### src/rtl/mmu_port_dma_if.sv
// Host request/data streams plus the memory_system MMU port, bundled for mmu_port_dma.
// Latency: wiring only, no storage.
// Backpressure: req_rdy/wr_rdy/rd_rdy handshakes travel on this bundle unchanged.
//
// Signals: req_* burst request, wr_* write stream, rd_* read stream, done/busy status,
//          mmu_mem_* second memory port (enb/web/addrb/dinb out, doutb in).
// modport master: the DMA block.  modport slave: the host and memory side.
interface mmu_port_dma_if;
    logic        req_vld;
    logic        req_rdy;
    logic        req_wr;
    logic [13:0] req_addr;
    logic [7:0]  req_len;

    logic        wr_vld;
    logic        wr_rdy;
    logic [63:0] wr_data;

    logic        rd_vld;
    logic        rd_rdy;
    logic [63:0] rd_data;

    logic        done;
    logic        busy;

    logic        mmu_mem_enb;
    logic        mmu_mem_web;
    logic [13:0] mmu_mem_addrb;
    logic [63:0] mmu_mem_dinb;
    logic [63:0] mmu_mem_doutb;

    modport master (
        input  req_vld, req_wr, req_addr, req_len,
        input  wr_vld, wr_data,
        input  rd_rdy,
        input  mmu_mem_doutb,
        output req_rdy, wr_rdy, rd_vld, rd_data, done, busy,
        output mmu_mem_enb, mmu_mem_web, mmu_mem_addrb, mmu_mem_dinb
    );

    modport slave (
        output req_vld, req_wr, req_addr, req_len,
        output wr_vld, wr_data,
        output rd_rdy,
        output mmu_mem_doutb,
        input  req_rdy, wr_rdy, rd_vld, rd_data, done, busy,
        input  mmu_mem_enb, mmu_mem_web, mmu_mem_addrb, mmu_mem_dinb
    );
endinterface

### src/rtl/mmu_port_dma.sv
// mmu_port_dma: burst write/read master driving the MMU port of memory_system.
// Latency: write beat -> port write next cycle; read request accepted in cycle 0 -> rd_vld in cycle 4.
// Backpressure: wr_vld gaps idle the port; with rd_rdy low, issue stalls once buffered + in-flight reads reach RD_DEPTH.
//
// Ports: clk  - core clock, also clocks the memory port externally
//        rst  - asynchronous active-low reset
//        bus  - mmu_port_dma_if.master: req_*, wr_*, rd_*, done, busy, mmu_mem_*
module mmu_port_dma #(
    parameter int RD_DEPTH = 4
) (
    input  logic           clk,
    input  logic           rst,
    mmu_port_dma_if.master bus
);
    localparam int PW = $clog2(RD_DEPTH);
    localparam int CW = PW + 1;
    localparam logic [CW:0] DEPTH_C = (CW+1)'(RD_DEPTH);

    typedef enum logic [1:0] {
        S_IDLE  = 2'd0,
        S_WRITE = 2'd1,
        S_READ  = 2'd2
    } state_t;

    state_t        state_q, state_d;

    logic [13:0]   cur_addr_q, cur_addr_d;
    logic [8:0]    remaining_q, remaining_d;
    logic [1:0]    inflight_q, inflight_d;
    logic          enb_q, enb_d;
    logic          web_q, web_d;
    logic [13:0]   addrb_q, addrb_d;
    logic [63:0]   dinb_q, dinb_d;
    logic          done_q, done_d;
    logic          rd_pend_q, rd_pend_d;

    logic [63:0]   fifo_q [RD_DEPTH];
    logic [PW-1:0] wr_ptr_q, rd_ptr_q;
    logic [CW-1:0] fifo_cnt_q;

    // Decoded per-cycle events
    logic          req_rdy_c;
    logic          wr_rdy_c;
    logic          accept;
    logic          beat;
    logic          issue;
    logic          push;
    logic          pop;
    logic          read_last;
    logic [CW:0]   credit_used;

    // ---------------------------------------------------------------
    // FSM state register
    // ---------------------------------------------------------------
    always_ff @(posedge clk or negedge rst) begin
        if (!rst) begin
            state_q <= S_IDLE;
        end else begin
            state_q <= state_d;
        end
    end

    // ---------------------------------------------------------------
    // FSM next state
    // ---------------------------------------------------------------
    always_comb begin
        state_d = state_q;
        case (state_q)
            S_IDLE: begin
                if (accept) begin
                    state_d = bus.req_wr ? S_WRITE : S_READ;
                end
            end
            S_WRITE: begin
                if (beat && remaining_q == 9'd1) begin
                    state_d = S_IDLE;
                end
            end
            S_READ: begin
                if (read_last) begin
                    state_d = S_IDLE;
                end
            end
            default: state_d = S_IDLE;
        endcase
    end

    // ---------------------------------------------------------------
    // FSM outputs and handshake decode
    // ---------------------------------------------------------------
    // Credits cover both words sitting in the buffer and reads still in
    // the enb/doutb pipe, so a push can never find the buffer full.
    assign credit_used = {1'b0, fifo_cnt_q} + (CW+1)'(inflight_q);

    always_comb begin
        req_rdy_c = 1'b0;
        wr_rdy_c  = 1'b0;
        issue     = 1'b0;
        case (state_q)
            S_IDLE:  req_rdy_c = rst;
            S_WRITE: wr_rdy_c  = 1'b1;
            S_READ:  issue     = (remaining_q != 9'd0) && (credit_used < DEPTH_C);
            default: begin
                req_rdy_c = 1'b0;
            end
        endcase
    end

    assign accept    = bus.req_vld & req_rdy_c;
    assign beat      = bus.wr_vld & wr_rdy_c;
    assign push      = rd_pend_q;
    assign pop       = (fifo_cnt_q != '0) & bus.rd_rdy;
    assign read_last = (state_q == S_READ) && (remaining_q == 9'd0) && (inflight_q == 2'd0)
                       && pop && (fifo_cnt_q == CW'(1));

    // ---------------------------------------------------------------
    // Datapath next state
    // ---------------------------------------------------------------
    always_comb begin
        cur_addr_d  = cur_addr_q;
        remaining_d = remaining_q;
        addrb_d     = addrb_q;
        dinb_d      = dinb_q;
        enb_d       = 1'b0;
        web_d       = 1'b0;
        done_d      = 1'b0;
        // A read seen on the port last cycle has its data on doutb now.
        rd_pend_d   = enb_q & ~web_q;

        case ({issue, push})
            2'b10:   inflight_d = inflight_q + 2'd1;
            2'b01:   inflight_d = inflight_q - 2'd1;
            default: inflight_d = inflight_q;
        endcase

        if (accept) begin
            cur_addr_d  = bus.req_addr;
            remaining_d = {1'b0, bus.req_len} + 9'd1;
        end

        if (beat) begin
            enb_d       = 1'b1;
            web_d       = 1'b1;
            addrb_d     = cur_addr_q;
            dinb_d      = bus.wr_data;
            cur_addr_d  = cur_addr_q + 14'd1;
            remaining_d = remaining_q - 9'd1;
            done_d      = (remaining_q == 9'd1);
        end

        if (issue) begin
            enb_d       = 1'b1;
            web_d       = 1'b0;
            addrb_d     = cur_addr_q;
            cur_addr_d  = cur_addr_q + 14'd1;
            remaining_d = remaining_q - 9'd1;
        end

        if (read_last) begin
            done_d = 1'b1;
        end
    end

    always_ff @(posedge clk or negedge rst) begin
        if (!rst) begin
            cur_addr_q  <= '0;
            remaining_q <= '0;
            inflight_q  <= '0;
            enb_q       <= 1'b0;
            web_q       <= 1'b0;
            addrb_q     <= '0;
            dinb_q      <= '0;
            done_q      <= 1'b0;
            rd_pend_q   <= 1'b0;
        end else begin
            cur_addr_q  <= cur_addr_d;
            remaining_q <= remaining_d;
            inflight_q  <= inflight_d;
            enb_q       <= enb_d;
            web_q       <= web_d;
            addrb_q     <= addrb_d;
            dinb_q      <= dinb_d;
            done_q      <= done_d;
            rd_pend_q   <= rd_pend_d;
        end
    end

    // ---------------------------------------------------------------
    // Read return buffer
    // ---------------------------------------------------------------
    always_ff @(posedge clk or negedge rst) begin
        if (!rst) begin
            for (int i = 0; i < RD_DEPTH; i++) begin
                fifo_q[i] <= '0;
            end
            wr_ptr_q   <= '0;
            rd_ptr_q   <= '0;
            fifo_cnt_q <= '0;
        end else begin
            if (push) begin
                fifo_q[wr_ptr_q] <= bus.mmu_mem_doutb;
                wr_ptr_q         <= wr_ptr_q + PW'(1);
            end
            if (pop) begin
                rd_ptr_q <= rd_ptr_q + PW'(1);
            end
            case ({push, pop})
                2'b10:   fifo_cnt_q <= fifo_cnt_q + CW'(1);
                2'b01:   fifo_cnt_q <= fifo_cnt_q - CW'(1);
                default: fifo_cnt_q <= fifo_cnt_q;
            endcase
        end
    end

    // ---------------------------------------------------------------
    // Outputs
    // ---------------------------------------------------------------
    assign bus.req_rdy       = req_rdy_c;
    assign bus.wr_rdy        = wr_rdy_c;
    assign bus.rd_vld        = (fifo_cnt_q != '0);
    assign bus.rd_data       = fifo_q[rd_ptr_q];
    assign bus.done          = done_q;
    assign bus.busy          = (state_q != S_IDLE);
    assign bus.mmu_mem_enb   = enb_q;
    assign bus.mmu_mem_web   = web_q;
    assign bus.mmu_mem_addrb = addrb_q;
    assign bus.mmu_mem_dinb  = dinb_q;

endmodule

### src/flat_wrapper.sv
// flat-port wrapper written by rule: the top's interface ports become plain ports
module mmu_port_dma_flat 
#(
    parameter int RD_DEPTH = 4
)
  (clk, rst, bus_req_vld, bus_req_wr, bus_req_addr, bus_req_len, bus_wr_vld, bus_wr_data, bus_rd_rdy, bus_mmu_mem_doutb, bus_req_rdy, bus_wr_rdy, bus_rd_vld, bus_rd_data, bus_done, bus_busy, bus_mmu_mem_enb, bus_mmu_mem_web, bus_mmu_mem_addrb, bus_mmu_mem_dinb);
  mmu_port_dma_if bus_i ();
  input  logic clk;
  input  logic rst;
  input wire logic [$bits(bus_i.req_vld)-1:0] bus_req_vld;
  input wire logic [$bits(bus_i.req_wr)-1:0] bus_req_wr;
  input wire logic [$bits(bus_i.req_addr)-1:0] bus_req_addr;
  input wire logic [$bits(bus_i.req_len)-1:0] bus_req_len;
  input wire logic [$bits(bus_i.wr_vld)-1:0] bus_wr_vld;
  input wire logic [$bits(bus_i.wr_data)-1:0] bus_wr_data;
  input wire logic [$bits(bus_i.rd_rdy)-1:0] bus_rd_rdy;
  input wire logic [$bits(bus_i.mmu_mem_doutb)-1:0] bus_mmu_mem_doutb;
  output wire logic [$bits(bus_i.req_rdy)-1:0] bus_req_rdy;
  output wire logic [$bits(bus_i.wr_rdy)-1:0] bus_wr_rdy;
  output wire logic [$bits(bus_i.rd_vld)-1:0] bus_rd_vld;
  output wire logic [$bits(bus_i.rd_data)-1:0] bus_rd_data;
  output wire logic [$bits(bus_i.done)-1:0] bus_done;
  output wire logic [$bits(bus_i.busy)-1:0] bus_busy;
  output wire logic [$bits(bus_i.mmu_mem_enb)-1:0] bus_mmu_mem_enb;
  output wire logic [$bits(bus_i.mmu_mem_web)-1:0] bus_mmu_mem_web;
  output wire logic [$bits(bus_i.mmu_mem_addrb)-1:0] bus_mmu_mem_addrb;
  output wire logic [$bits(bus_i.mmu_mem_dinb)-1:0] bus_mmu_mem_dinb;
  assign bus_i.req_vld = bus_req_vld;
  assign bus_i.req_wr = bus_req_wr;
  assign bus_i.req_addr = bus_req_addr;
  assign bus_i.req_len = bus_req_len;
  assign bus_i.wr_vld = bus_wr_vld;
  assign bus_i.wr_data = bus_wr_data;
  assign bus_i.rd_rdy = bus_rd_rdy;
  assign bus_i.mmu_mem_doutb = bus_mmu_mem_doutb;
  assign bus_req_rdy = bus_i.req_rdy;
  assign bus_wr_rdy = bus_i.wr_rdy;
  assign bus_rd_vld = bus_i.rd_vld;
  assign bus_rd_data = bus_i.rd_data;
  assign bus_done = bus_i.done;
  assign bus_busy = bus_i.busy;
  assign bus_mmu_mem_enb = bus_i.mmu_mem_enb;
  assign bus_mmu_mem_web = bus_i.mmu_mem_web;
  assign bus_mmu_mem_addrb = bus_i.mmu_mem_addrb;
  assign bus_mmu_mem_dinb = bus_i.mmu_mem_dinb;
  mmu_port_dma #(.RD_DEPTH(RD_DEPTH)) u_core (.clk(clk), .rst(rst), .bus(bus_i));
endmodule
### config.mk
export PLATFORM = sky130hd
export DESIGN_NAME = mmu_port_dma_flat
export DESIGN_NICKNAME = d
export VERILOG_FILES = /design/src/rtl/mmu_port_dma_if.sv /design/src/rtl/mmu_port_dma.sv /design/src/flat_wrapper.sv
export SDC_FILE = /design/constraint.sdc
export NUM_CORES = 1
export LEC_CHECK = 0
export BUFFER_PORTS_ARGS = -buffer_cell sky130_fd_sc_hd__buf_2
export CAP_MARGIN = 20
export CORE_ASPECT_RATIO = 0.75
export CORE_UTILIZATION = 60
export DETAILED_ROUTE_END_ITERATION = 16
export PLACE_DENSITY = 0.93
export REMOVE_ABC_BUFFERS = 1
export SLEW_MARGIN = 10
export SYNTH_ARGS = -nofsm -noshare
export SYNTH_HDL_FRONTEND = slang
export SYNTH_SLANG_ARGS = --single-unit
export TNS_END_PERCENT = 1
### constraint.sdc
create_clock -name clk -period 6.43 [get_ports clk]
set_input_delay 1.286 -clock clk [delete_from_list [all_inputs] [get_ports clk]]
set_output_delay 1.286 -clock clk [all_outputs]
set_load 0.05 [all_outputs]
; ---- After elaboration in Yosys (flattened, before gate mapping)
; Index checks and enable logic that the tools add are counted.
[totals]
register_bits = 372
input_bits = 156
output_inout_bits = 149
elab_cells = 96
[classes]
add_sub_neg = 10
n_lt_le_gt_ge = 4
n_eq_ne = 11
n_mux = 29
bitwise_logic = 7
n_reduce_logical = 18
[op_table]
columns = operator, count
row1 = 256-bit bitwise mux, 1
row2 = 64-bit 2-to-1 mux, 3
row3 = 64-bit binary-select mux with 2-bit select, 1
row4 = 64-bit demux with 2-bit select, 1
row5 = 14-bit 2-to-1 mux, 5
row6 = 9-bit 2-to-1 mux, 3
row7 = "14-bit by 1-bit adder with 14-bit output, second input constant", 1
row8 = "8-bit by 1-bit adder with 9-bit output, second input constant", 1
row9 = "9-bit by 1-bit equality test with 1-bit output, second input constant", 1
row10 = 9-bit zero test, 1
row11 = 9-bit nonzero test, 1
row12 = "9-bit by 1-bit subtractor with 9-bit output, second input constant", 1
row13 = 1-bit 2-to-1 mux, 8
row14 = 2-bit 2-to-1 mux, 4
row15 = 2-bit nonzero test, 4
row16 = 1-bit logical AND, 7
row17 = "2-bit by 1-bit adder with 2-bit output, second input constant", 3
row18 = "2-bit by 1-bit equality test with 1-bit output, second input constant", 3
row19 = "2-bit equality test, second input constant", 3
row20 = "3-bit greater-or-equal comparator, second input constant", 2
row21 = "2-bit by 1-bit inequality test with 1-bit output, second input constant", 3
row22 = 2-bit NOT with 3-bit output, 2
row23 = 2-bit one-hot mux with 3 select lines, 1
row24 = 3-bit one-hot mux with 2 select lines, 1
row25 = other kinds (13), 18

; ---- Logic depth before layout (Yosys ltp)
[logic_depth]
ltp_word = 7
ltp_mapped = 9
ltp_nobuf = 9

; ---- Worst setup path before layout
; No wires, ideal clock.
[synth_timing]
path_type = input -> output
startpoint = input port rst
endpoint = output port bus_req_rdy
arrival_time_ns = 2.482
setup_slack_ns = 2.662
stages = 1
cell_sequence = nor3b_1
[synth_via]
elab_chain_len = 1
[synth_rtl]
columns = item, line_no
row1 = start: declaration, flat_wrapper.sv:9  ; input logic rst;
row2 = 1-bit 2-to-1 mux, mmu_port_dma.sv:99  ; case (state_q)
row3 = end: declaration, flat_wrapper.sv:18  ; output wire logic [$bits(bus_i.req_rdy)-1:0] bus_req_rdy;
; No other way between the ends.

; ---- Worst setup path after layout
[layout_timing]
startpoint = register u_core.rd_ptr_q[0]
endpoint = output port bus_rd_data[20]
[layout_via]
elab_chain_len = 4
[layout_rtl]
columns = item, line_no
row1 = start: declaration, mmu_port_dma.sv:38  ; logic [PW-1:0] wr_ptr_q, rd_ptr_q;
row2 = start signal: assignment, mmu_port_dma.sv:205  ; rd_ptr_q <= rd_ptr_q + PW'(1);
row3 = 2-bit NOT with 3-bit output (not written as such), mmu_port_dma.sv:221  ; assign bus.rd_data = fifo_q[rd_ptr_q];
row4 = 64-bit binary-select mux with 2-bit select, mmu_port_dma.sv:221
row5 = 64-bit 2-to-1 mux (not written as such) (2 in a row), mmu_port_dma.sv:221
row6 = end: declaration, flat_wrapper.sv:21  ; output wire logic [$bits(bus_i.rd_data)-1:0] bus_rd_data;
; No other way between the ends. The select of a mux whose other input is x is not followed.

==> metrics.txt <==
wire length of the first global-routing pass 60.23 mm; Layout area overhead 18.66%; die area 27410 um^2; critical path arrival 2.93 ns; clock buffer depth 3; Max-Cap Viols 0; family with the most delay on the worst path flip-flops; vias in the first global route between 10k and 15k; Rel. slew slack between 30% and 40%; HP Class reg2reg; CP Launch Type register; Req. time, crit path 5.14 ns; Buffers & Inverters on Critical Path 2; # rows 51; clock root cell clkbuf_16; clock latency on the worst-skew pair 0.52 ns; share of layout cells above drive strength 1 55.77%; post-route ant nets 0; Clock transition at path regs 0.06 ns; core area 26100 um^2; Synth Instances around 1.1k; wire per inst 22.46 um; GRT Total Usage 28.92%; CTS Sinks 372; clock skew 0.01354 ns; Final GP Congestion 0.8728; Avg Vias per Cell 5.892; Synth Cell Area 16050 um^2; Slew @ Worst Pin around 0.97 ns; CTS tree built; Post-CTS Setup Repair Bufs 0; final cycle utilization of the critical path 65.54%; Fin. Hold Viols 0; drt first-iter violations 545; Yosys warnings 0; Critical Path Sink Type primary output; Most used DFF post-synth dfrtp_1; detailed-route via count approximately 10k; CP Max Fanout 46; port buffer count between 300 and 400; final core occ 72.97%; CP max stage cell dfrtp_4; Post-synth EDFFs 0; Yosys cell types 54; Top Ports between 300 and 400; drt drc 0; sequential element share of the synthesized area 58.00%; Initial Utilization 61.49%; Max stage delay on crit path 1.04 ns; Post-CTS Resized 0; layout net count 1524; post-synth top area cell dfrtp_1; post-route setup slack about 2.2 ns; asr flop ratio synth 100.0%; Die Wd approximately 190 um; total gr overflow 0; Setup CP Type reg2out; fin crit period 4.214 ns; f_max 0.2373 GHz; final wirelength 38.68 mm; synth cell count leaders dfrtp_1 (372), mux2_2 (320), mux4_2 (64), nand2_1 (62), clkbuf_1 (36); Mapped Avg Cell Area 15.24 um^2; most area-consuming cells after synthesis dfrtp_1 (58%), mux2_2 (22%), mux4_2 (9.0%); RSZ-0062 raised after global routing false; setup TNS 0 ns; Synth top area share between 50% and 60%; pre-CTS WS 2.682 ns; final setup violation count 0; final slew viol count 0; CTS H-Tree Depth 2; initial antenna violation count 8; die height 143.6 um; cts bufs inserted 37; Synth Register Bits 372; Worst Hold Slack 0.4691 ns; most numerous cell in the Yosys netlist dfrtp_1; CTS Hold Buffers Added 0; critical-path cell list buf_4 > mux4_2 > buf_2; First-pass DRT Iterations 5; status complete, no violations; Final HPWL DP 25.36 mm; largest net degree at the start of global routing 169
-- tightest hold or removal path, delay by kind of cell (launching register included) --
kind	cells	cell delay, ns
and+or+nand+nor	2	0.10
DFF	1	0.34
-- routing by layer --
layer  global-route usage [%]  wire length [um]  up-vias  share of wire [%]
met3                    6.667              2593       72                6.7
met5                        0                 0        -                  0
met2                    48.05             19350      345                 50
met4                    11.16              1042        0                2.7
li1                         -                 -     4458                  -
met1                    37.19             15700     5271                 41
-- worst paths after layout --
kind,slack (ns),end,cells after the start,from
worst max-delay path,2.22,bus_rd_data[20],3,u_core.rd_ptr_q[0]
worst min-delay path,0.47,u_core.bus.mmu_mem_addrb[7],2,u_core.bus.mmu_mem_addrb[7]
worst max register to register,3.79,u_core.cur_addr_q[9],7,u_core.state_q[1]
worst min register to register,0.47,u_core.bus.mmu_mem_addrb[7],2,u_core.bus.mmu_mem_addrb[7]
max in group asynchronous,3.50,u_core.bus.mmu_mem_dinb[11],3,rst
min in group asynchronous,0.73,u_core.fifo_q[235],1,rst
-- cell type report --
class | count | area (um^2)
sequential | 372 | 9314
fill | 1642 | 7056
multi-input combinational | 612 | 6480
timing repair buffer | 316 | 1634
clock buffer | 53 | 1046
tap | 344 | 430.4
clock inverter | 4 | 70.07
inverter | 13 | 48.80
antenna | 8 | 20.02
-- logic make-up (layout without fill, tap and decap cells) --
logic type                 after synthesis  count (layout)  synth area share [%]
muxes                                  385             385                 31.50
DFF                                    372             372                 58.00
xor gates and xnor gates                14              14                0.7640
other                                    0               8                     0
adders and majority gates               16              16                 1.247
and+or+nand+nor                        137             137                 4.030
buffers and inverters                   69             386                 1.731
AOI/OAI and AO/OA                       60              60                 2.729
-- layout by cell type (no fill, tap or decap), drive strengths merged, types with 3 or more instances in the layout --
| cell | count |
|---|---|
| a21oi | 6 |
| xor2 | 7 |
| a211oi | 5 |
| a221o | 5 |
| nand4 | 4 |
| nor3b | 3 |
| nor2b | 3 |
| or3 | 5 |
| nor4 | 3 |
| clkbuf | 53 |
| nor2 | 26 |
| nor3 | 5 |
| xnor2 | 7 |
| ha | 16 |
| and3 | 4 |
| nand2 | 62 |
| a211o | 3 |
| mux4 | 64 |
| buf | 316 |
| a31oi | 4 |
| mux2 | 320 |
| nand3 | 10 |
| dfrtp | 372 |
| o21ai | 20 |
| inv | 13 |
| diode | 8 |
-- sequential cells by signal, indices dropped and copies added (netlist names), 2 cells and up --
name and flops:
u_core.state_q 2, u_core.fifo_q 256, u_core.rd_ptr_q 2, u_core.inflight_q 2, u_core.fifo_cnt_q 3, u_core.bus.mmu_mem_addrb 14
u_core.bus.mmu_mem_dinb 64, u_core.wr_ptr_q 2, u_core.cur_addr_q 14, u_core.remaining_q 9
-- through the flow --
step / cell area (um^2) / instances
floorplan: 15820 / 997
global placement: 17910 / 1657
detailed placement: 17910 / 1657
CTS: 19020 / 1714
global route: 19040 / 1722
finish: 19040 / 1722
Power is not shown: default switching activity piles up to over one toggle a cycle in this logic, so the estimate is an artifact.
